[src/rtl/mem_ctrl_pkg.sv]
// Shared bus widths, FSM state encoding and access-size codes for the
// byte-serial memory controller.
package mem_ctrl_pkg;

  localparam int INST_ADDR_W = 32;  // InstAddrBus
  localparam int REG_W       = 32;  // RegBus

  typedef enum logic [1:0] {
    IDLE = 2'd0,
    RD   = 2'd1,
    WR   = 2'd2,
    DONE = 2'd3
  } state_t;

  localparam logic [1:0] SIZE_B = 2'b00;
  localparam logic [1:0] SIZE_H = 2'b01;
  localparam logic [1:0] SIZE_W = 2'b10;

  localparam logic [1:0] IO_SEL_DEF = 2'b11;

  // Size code 11 falls through to a full word.
  function automatic logic [2:0] size_to_n(input logic [1:0] size);
    case (size)
      SIZE_B:  return 3'd1;
      SIZE_H:  return 3'd2;
      default: return 3'd4;
    endcase
  endfunction

endpackage

[src/rtl/mem_rd_assemble.sv]
// Turns the little-endian read byte buffer into the 32-bit load result,
// zero- or sign-extending byte and half loads.
import mem_ctrl_pkg::*;

module mem_rd_assemble (
  input  logic [REG_W-1:0] bytes,
  input  logic [1:0]       size,
  input  logic             sgn,
  output logic [REG_W-1:0] data
);

  always_comb begin
    case (size)
      SIZE_B:  data = {{24{sgn & bytes[7]}}, bytes[7:0]};
      SIZE_H:  data = {{16{sgn & bytes[15]}}, bytes[15:0]};
      default: data = bytes;
    endcase
  end

endmodule

[src/rtl/mem_ctrl.sv]
// Arbiter and byte-serial sequencer for the single 8-bit RAM/IO port shared
// by instruction fetch and the MEM stage.
import mem_ctrl_pkg::*;

module mem_ctrl #(
  parameter int         ADDR_W = INST_ADDR_W,
  parameter logic [1:0] IO_SEL = IO_SEL_DEF
) (
  input  logic              clk_in,
  input  logic              rst_n_in,
  input  logic              rdy_in,
  input  logic              if_req_in,
  input  logic [ADDR_W-1:0] if_addr_in,
  input  logic              if_flush_in,
  output logic              if_done_out,
  output logic [REG_W-1:0]  if_data_out,
  input  logic              mem_req_in,
  input  logic              mem_we_in,
  input  logic [ADDR_W-1:0] mem_addr_in,
  input  logic [1:0]        mem_size_in,
  input  logic              mem_signed_in,
  input  logic [REG_W-1:0]  mem_wdata_in,
  output logic              mem_done_out,
  output logic [REG_W-1:0]  mem_rdata_out,
  input  logic [7:0]        ram_din_in,
  output logic [7:0]        ram_dout_out,
  output logic [ADDR_W-1:0] ram_a_out,
  output logic              ram_wr_out,
  input  logic              io_buffer_full_in,
  output logic              busy_out
);

  state_t             state_q, state_d;
  logic               owner_mem_q;
  logic [ADDR_W-1:0]  base_q;
  logic [2:0]         n_q;
  logic [1:0]         size_q;
  logic               sgn_q;
  logic [REG_W-1:0]   wdata_q;
  logic [2:0]         cnt_q, cnt_d;
  logic [REG_W-1:0]   buf_q, buf_d;
  logic [REG_W-1:0]   if_data_q, mem_rdata_q;
  logic [REG_W-1:0]   asm_data;
  logic               accept_mem, accept_if;
  logic [2:0]         addr_idx;
  logic               throttled;
  logic               fill_done;

  mem_rd_assemble u_asm (
    .bytes (buf_d),
    .size  (size_q),
    .sgn   (sgn_q),
    .data  (asm_data)
  );

  always_comb begin
    state_d      = state_q;
    cnt_d        = cnt_q;
    buf_d        = buf_q;
    accept_mem   = 1'b0;
    accept_if    = 1'b0;
    addr_idx     = cnt_q;
    throttled    = 1'b0;
    fill_done    = 1'b0;
    ram_a_out    = '0;
    ram_dout_out = 8'h00;
    ram_wr_out   = 1'b0;
    case (state_q)
      IDLE: begin
        if (rdy_in) begin
          if (mem_req_in) begin
            accept_mem = 1'b1;
            state_d    = mem_we_in ? WR : RD;
            cnt_d      = 3'd0;
            buf_d      = '0;
          end else if (if_req_in && !if_flush_in) begin
            accept_if = 1'b1;
            state_d   = RD;
            cnt_d     = 3'd0;
            buf_d     = '0;
          end
        end
      end
      RD: begin
        // Hold the last issued address while draining or frozen, so the byte
        // on ram_din_in still belongs to index cnt-1 when sampling resumes.
        if (cnt_q == n_q || (!rdy_in && cnt_q != 3'd0))
          addr_idx = cnt_q - 3'd1;
        ram_a_out = base_q + ADDR_W'(addr_idx);
        if (rdy_in) begin
          if (!owner_mem_q && if_flush_in) begin
            state_d = IDLE;
            cnt_d   = 3'd0;
          end else begin
            case (cnt_q)
              3'd1:    buf_d[7:0]   = ram_din_in;
              3'd2:    buf_d[15:8]  = ram_din_in;
              3'd3:    buf_d[23:16] = ram_din_in;
              3'd4:    buf_d[31:24] = ram_din_in;
              default: ;
            endcase
            if (cnt_q == n_q) begin
              state_d   = DONE;
              fill_done = 1'b1;
            end else begin
              cnt_d = cnt_q + 3'd1;
            end
          end
        end
      end
      WR: begin
        ram_a_out = base_q + ADDR_W'(cnt_q);
        case (cnt_q)
          3'd0:    ram_dout_out = wdata_q[7:0];
          3'd1:    ram_dout_out = wdata_q[15:8];
          3'd2:    ram_dout_out = wdata_q[23:16];
          default: ram_dout_out = wdata_q[31:24];
        endcase
        throttled  = (ram_a_out[17:16] == IO_SEL) && io_buffer_full_in;
        ram_wr_out = rdy_in && !throttled;
        if (ram_wr_out) begin
          if (cnt_q == n_q - 3'd1) state_d = DONE;
          else                     cnt_d   = cnt_q + 3'd1;
        end
      end
      DONE: begin
        if (rdy_in) state_d = IDLE;
      end
      default: state_d = IDLE;
    endcase
  end

  always_ff @(posedge clk_in or negedge rst_n_in) begin
    if (!rst_n_in) begin
      state_q     <= IDLE;
      owner_mem_q <= 1'b0;
      base_q      <= '0;
      n_q         <= 3'd0;
      size_q      <= SIZE_B;
      sgn_q       <= 1'b0;
      wdata_q     <= '0;
      cnt_q       <= 3'd0;
      buf_q       <= '0;
      if_data_q   <= '0;
      mem_rdata_q <= '0;
    end else begin
      state_q <= state_d;
      cnt_q   <= cnt_d;
      buf_q   <= buf_d;
      if (accept_mem) begin
        owner_mem_q <= 1'b1;
        base_q      <= mem_addr_in;
        n_q         <= size_to_n(mem_size_in);
        size_q      <= mem_size_in;
        sgn_q       <= mem_signed_in;
        wdata_q     <= mem_wdata_in;
      end else if (accept_if) begin
        owner_mem_q <= 1'b0;
        base_q      <= if_addr_in;
        n_q         <= 3'd4;
        size_q      <= SIZE_W;
        sgn_q       <= 1'b0;
        wdata_q     <= '0;
      end
      if (fill_done) begin
        if (owner_mem_q) mem_rdata_q <= asm_data;
        else             if_data_q   <= asm_data;
      end
    end
  end

  assign if_done_out   = (state_q == DONE) && rdy_in && !owner_mem_q && !if_flush_in;
  assign mem_done_out  = (state_q == DONE) && rdy_in && owner_mem_q;
  assign if_data_out   = if_data_q;
  assign mem_rdata_out = mem_rdata_q;
  assign busy_out      = (state_q != IDLE);

endmodule

[config.mk]
export PLATFORM = sky130hd
export DESIGN_NAME = mem_ctrl
export DESIGN_NICKNAME = d
export VERILOG_FILES = /design/src/rtl/mem_ctrl_pkg.sv /design/src/rtl/mem_rd_assemble.sv /design/src/rtl/mem_ctrl.sv
export SDC_FILE = /design/constraint.sdc
export NUM_CORES = 1
export LEC_CHECK = 0
export CAP_MARGIN = 20
export CORE_ASPECT_RATIO = 2
export CORE_MARGIN = 10
export CORE_UTILIZATION = 55
export CTS_CLUSTER_SIZE = 40
export DETAILED_ROUTE_END_ITERATION = 6
export DONT_BUFFER_PORTS = 1
export PLACE_DENSITY = 0.7
export SLEW_MARGIN = 30
export SYNTH_ARGS = -nofsm -noshare
export SYNTH_HDL_FRONTEND = slang
export SYNTH_SLANG_ARGS = --single-unit
[constraint.sdc]
create_clock -name clk_in -period 5.3 [get_ports clk_in]
set_input_delay 1.06 -clock clk_in [delete_from_list [all_inputs] [get_ports clk_in]]
set_output_delay 1.06 -clock clk_in [all_outputs]
set_load 0.01 [all_outputs]
# After elaboration in Yosys (flattened, before gate mapping)
# Cells that the tools add are included.
# totals
register_bits	172
# classes
n_addsub	5
eq_ne	21
mux	60
bitwise	3
n_reduce_logical	26
# ops
cell	n
$mux W32	9
$pmux W32 S2	3
$add A32 B3 Y32	2
$mux W8	5
$mux W3	12
$mux W2	12
$pmux W8 S3	1
$mux W1	15
$reduce_and A7 Y1	2
$ne A2 B2 Y1 const B	6
$logic_and A1 B1 Y1	9
$ne A3 B3 Y1 const B	3
$pmux W3 S3	1
$pmux W2 S4	1
$eq A2 B1 Y1 const B	3
$eq A2 B2 Y1 const B	3
$eq A3 B2 Y1 const B	2
$eq A3 B3 Y1	2
$logic_not A2 Y1	3
$pmux W3 S2	1
$reduce_bool A3 Y1	2
$sub A3 B1 Y3 const B	2
$logic_not A1 Y1	4
$reduce_and A2 Y1	2
8 further kinds	10

# Logic depth before layout (Yosys ltp)
# depth
word_depth	8
ltp_mapped	17
depth_no_buf	15

# Hierarchy
# From an unflattened synthesis, not the netlist that was laid out.
# unflattened
cells_unflattened	948
area_unflattened_um2	9322.7
# by_module_without_submodules
module	n_inst	cells_each	area_per_inst_um2	seq_area_each_um2
mem_ctrl	1	882	8937.3	4304.1
mem_rd_assemble	1	66	385.4	0.0

# Worst setup path after synthesis
# OpenSTA, ideal clock, no wires.
# synth_timing
path_type	input port to output port
startpoint	in rdy_in
endpoint	out ram_a_out[20]
arrival_ps	3736
path_slack_ps	504
path_stages	14
path_buffers	2
cell_sequence	clkbuf_1 a21oi_1 or2_2 xnor2_1 ha_1 inv_1 fa_1 inv_1 a21oi_1 or4_1 clkbuf_1 o22ai_1 nand2b_1 o21ai_0
# synth_between
elab_chain_len	7
# synth_rtl
item	line	text
start: declaration	mem_ctrl.sv:11	input logic rdy_in,
$logic_not A1 Y1	mem_ctrl.sv:87	if (cnt_q == n_q || (!rdy_in && cnt_q != 3'd0))
$logic_and A1 B1 Y1	mem_ctrl.sv:87	
$logic_or A1 B1 Y1	mem_ctrl.sv:87	
$mux W3	mem_ctrl.sv:87	
$mux W3	mem_ctrl.sv:68	case (state_q)
$add A32 B3 Y32	mem_ctrl.sv:89	ram_a_out = base_q + ADDR_W'(addr_idx);
$pmux W32 S2	mem_ctrl.sv:68	
end: declaration	mem_ctrl.sv:27	output logic [ADDR_W-1:0] ram_a_out,
# Every way passes these cells. The select of a mux whose other input is x is not followed.

# Final worst setup path
# layout_timing
startpoint	reg cnt_q[2]
endpoint	out ram_a_out[29]
# layout_between
elab_chain_len	7
word_cells_on_any_way	10
cone_classes	add/sub (3); eq/ne (1); mux (3); reduce/logical (3)
# layout_rtl
item	line	text
start: declaration	mem_ctrl.sv:40	logic [2:0] cnt_q, cnt_d;
start signal: assignment	mem_ctrl.sv:148	cnt_q <= cnt_d;
parallel branches: the longest is 6 deep, another holds $add A32 B3 Y32	n/a	
$pmux W32 S2 (*)	mem_ctrl.sv:68	
# Every way passes the cells marked *. The select of a mux whose other input is x is not followed.

==> key figures <==
Die
  – Number of top-level pins: 223
  – Number of placement rows: 66
  – Chip Width: 111 um
  – Effective utilization at floorplan: 55.9%
  – Die extent in y: 201 um
  – Die Area: 22300 um^2
  – Core region area: 16200 um^2

Power
  – Total Power Consumption: 6.02 mW
  – Pwr Density: 612 nW/um^2
  – Peak supply drop: 0.292 mV
  – Leak: 4.34 nW

Routing
  – Aggregate routed wire length: 28.8 mm
  – Violation count after the first detailed-routing iteration: 436
  – Vias post-DR: 7595
  – Vias per cell: 6.37
  – Average wire length per cell after detail routing: 24.2 um
  – DR pass1 iterations: 6
  – Number of design rule violations left after detail routing: 0
  – Number of nets with antenna violations after detailed routing: 0

Worst setup path
  – Worst setup EP type: primary output
  – Worst path max stage delay: 0.49 ns
  – Library cell contributing the largest single delay on the critical path: dfrtp_2
  – Worst R2R Setup Slack: 1.95 ns
  – Cells on worst reg2reg path: 10
  – CP bufs+invs: 2
  – Type of the worst setup path: reg -> out
  – Startpoint of the lowest-slack register-to-register path: cnt_q[0]$_DFFE_PN0P_
  – Terminus of the critical flop-to-flop path: cnt_q[2]$_DFFE_PN0P_
  – Delay-heaviest family, CP: simple AND/OR/NAND/NOR gates
  – Startpoint kind of the worst setup timing path: register
  – Crit path arrival time: 3.98 ns
  – CP Cell Sequence: xor2_1, nor3_1, buf_4, o21ai_0, nand2_1, o21ai_0, ha_1, and3_1, a211oi_1, buf_4, nor2_1, nand2_1, o22ai_1, a21oi_1, a211oi_1
  – Critical path fanouts, max: 10
  – Required time reported for the critical path endpoint: 4.24 ns

Timing
  – Final hold violation count: 0
  – Number of endpoints failing setup at the final stage: 0
  – Worst Setup Slack, final: 0.260 ns
  – Post-route clock skew: 0.0110 ns
  – Setup TNS after final layout: 0 ns
  – Final period util: 95.1%
  – Max Freq: 198 MHz
  – Number of pins with negative max-slew slack in the final report: 0
  – RSZ-0062 raised after global routing: no
  – Final critical delay including setup and external delays: 5.04 ns
  – Remaining max-slew budget at the tightest pin: 37.7%
  – Transition time at the pin with the least slew margin: 0.934 ns

Synth
  – Sequential share of the synthesized area: 47.6%
  – Number of warnings issued by yosys: 0
  – Most common cell in the netlist: dfrtp_1
  – Most frequently used flop master after synthesis: dfrtp_1
  – Post-synthesis adder-cell area fraction: 2.93%
  – Fraction of synthesized cell area taken by the top area cell type: 47.6%
  – Mux cell area share after synthesis: 2.62%
  – Count of flip-flops with a built-in enable after synthesis: 0
  – Simple-Gate Fraction of Synth Area: 16.1%
  – Library cells used by synthesis: 62
  – Cell type contributing the most total cell area after synthesis: dfrtp_1
  – Cell area after synthesis: 9040 um^2
  – Synthesized area divided by synthesized cell count: 9.03 um^2
  – Xor and xnor fraction of the mapped netlist area: 2.33%
  – Top cells by area, synth: dfrtp_1 (48%), o21ai_0 (5.2%), nand2_1 (5.1%)
  – Combinational family with the most area after synthesis: compound AO/OA/AOI/OAI gates
  – Post-Synthesis Net Count: 1136
  – Share of async-settable or async-resettable flops after synthesis: 100%
  – Post-Syn Instances: 1001
  – Cell types with the highest counts after synthesis: dfrtp_1 (172), nand2_1 (122), nor2_1 (115), o21ai_0 (94), a21oi_1 (85)
  – Number of register bits inferred by synthesis: 172
  – Share of the synthesized area in compound gates (AO/OA/AOI/OAI): 23.8%

GRT
  – Maximum number of pins on one net before global-route repair: 173
  – GRT Resource Usage Total: 25.3%
  – Wire length of the first global-routing pass: 45.0 mm
  – Overall overflow remaining after global route: 0
  – Via count of the first global-routing pass: 8054
  – Initial antenna violation count: 0

Final layout
  – Proportion of layout cells with a drive suffix above 1: 8.40%
  – Final non-filler cell total: 1192
  – Area Growth Syn to Fin: 8.83%
  – Number of antenna cells inserted: 0
  – Final #Nets: 1110
  – FILL cells: 1451

Place
  – Post-Place Worst Slack: 0.451 ns
  – Port-buffer cells: 0
  – DPL Wire Length: 21.4 mm
  – Placed Cells incl. Taps: 1160
  – Routability congestion estimate from global placement: 0.962

Hold path
  – Type of the most critical hold path: in -> async

Clock network
  – CTS hold repair buffers: 0
  – Total setup buffers inserted after CTS: 0
  – Number of clock sinks seen by CTS: 172
  – CTS H-tree depth: 4
  – Post-CTS resize count: 0
  – Inserted Clock Buffers: 17
  – Clock tree buffer depth: 2
  – TritonCTS clock tree: done
  – Root Driver: clkbuf_16
  – Reg clk slew, reported paths: 0.07 ns
  – Later-pin clock latency in the skew report: 0.43 ns

Job
  – Max-capacitance violation count: 0

Status
  – Status: completed
[per-layer routing]
layer,vias to the layer above,GRT usage (%),routed length (um)
met5,-,0,0
met4,0,15.2,1480
met3,70,6.17,1670
met2,262,47.2,16000
met1,3713,24.0,9640
li1,3550,-,-
[state kept, by name, indices dropped and copies added (netlist names)]
| signal | flops |
|---|---|
| wdata_q | 32 |
| base_q | 32 |
| mem_rdata_out | 32 |
| if_data_out | 32 |
| owner_mem_q | 1 |
| sgn_q | 1 |
| n_q | 3 |
| state_q | 2 |
| cnt_q | 3 |
| buf_q | 32 |
| size_q | 2 |
[layout by cell type, fill, tap and decap left out, drive strengths merged, types with 7 or more instances in the layout]
| cell | count |
|---|---|
| a211oi | 7 |
| a21oi | 85 |
| a222oi | 9 |
| a22o | 44 |
| a22oi | 23 |
| and3 | 7 |
| buf | 26 |
| clkbuf | 20 |
| clkinv | 8 |
| dfrtp | 172 |
| ha | 18 |
| inv | 33 |
| mux2i | 18 |
| nand2 | 122 |
| nand2b | 7 |
| nand3 | 20 |
| nand4 | 16 |
| nor2 | 115 |
| nor3 | 14 |
| o21ai | 95 |
| o22ai | 40 |
| xnor2 | 14 |
| xor2 | 10 |
[worst register-to-register path, stage by stage (launching register included)]
cell and delay [ns]:
dfrtp_1 0.49, ha_1 0.22, inv_1 0.06, fa_1 0.39, nand2b_1 0.21, a2111o_1 0.53
or3_1 0.36, a221oi_2 0.34, o21ai_2 0.13, o2111a_4 0.19, mux2_4 0.31
[per-stage QoR]
stage	cell area [um^2]	hold WS (ns)	utilization, %
6_report	9840	0.323	60.8
5_1_grt	9840	0.301	60.8
4_1_cts	9820	0.309	60.7
3_5_place_dp	9200	0.492	56.9
3_3_place_gp	9200	0.487	56.9
2_1_floorplan	9040	0.472	-
[how the worst max path moves through the flow]
stage,startpoint,to,slack (ns),depth (start not counted)
3_5_place_dp,rdy_in,ram_a_out[20],0.45,12
6_report,cnt_q[2]$_DFFE_PN0P_,ram_a_out[29],0.26,15
2_1_floorplan,rdy_in,ram_a_out[20],0.50,14
4_1_cts,cnt_q[2]$_DFFE_PN0P_,ram_a_out[20],0.08,13
3_3_place_gp,rdy_in,ram_a_out[20],0.46,12
5_1_grt,cnt_q[1]$_DFFE_PN0P_,ram_a_out[28],0.004,16
[kinds of logic (layout without fill, tap and decap cells)]
group                    count (synthesis)  in the layout
AO/OA/AOI/OAI                          337            337
XOR/XNOR                                24             24
adder cells (fa/ha/maj)                 20             20
buffers and inverters                  103             90
flip-flops                             172            172
multiplexers                            22             22
AND/OR/NAND/NOR                        323            323
[cell type report]
class | count | area, um^2 | area share [%]
multi-input cells | 726 | 4350 | 44.2
flip-flops and latches | 172 | 4310 | 43.8
clock buffers | 20 | 457 | 4.64
well taps | 204 | 255 | 2.59
repair buffers | 26 | 195 | 1.98
clock inverters | 12 | 158 | 1.60
inverters | 32 | 120 | 1.22
[report_power, final]
part / leakage [nW] / internal (mW) / switching, mW
clock: 0.299 / 0.735 / 0.557
combinational: 1.82 / 0.872 / 1.38
sequential: 2.23 / 1.83 / 0.647
total: 4.34 / 3.43 / 2.59
(Power assumes the default switching activity.)
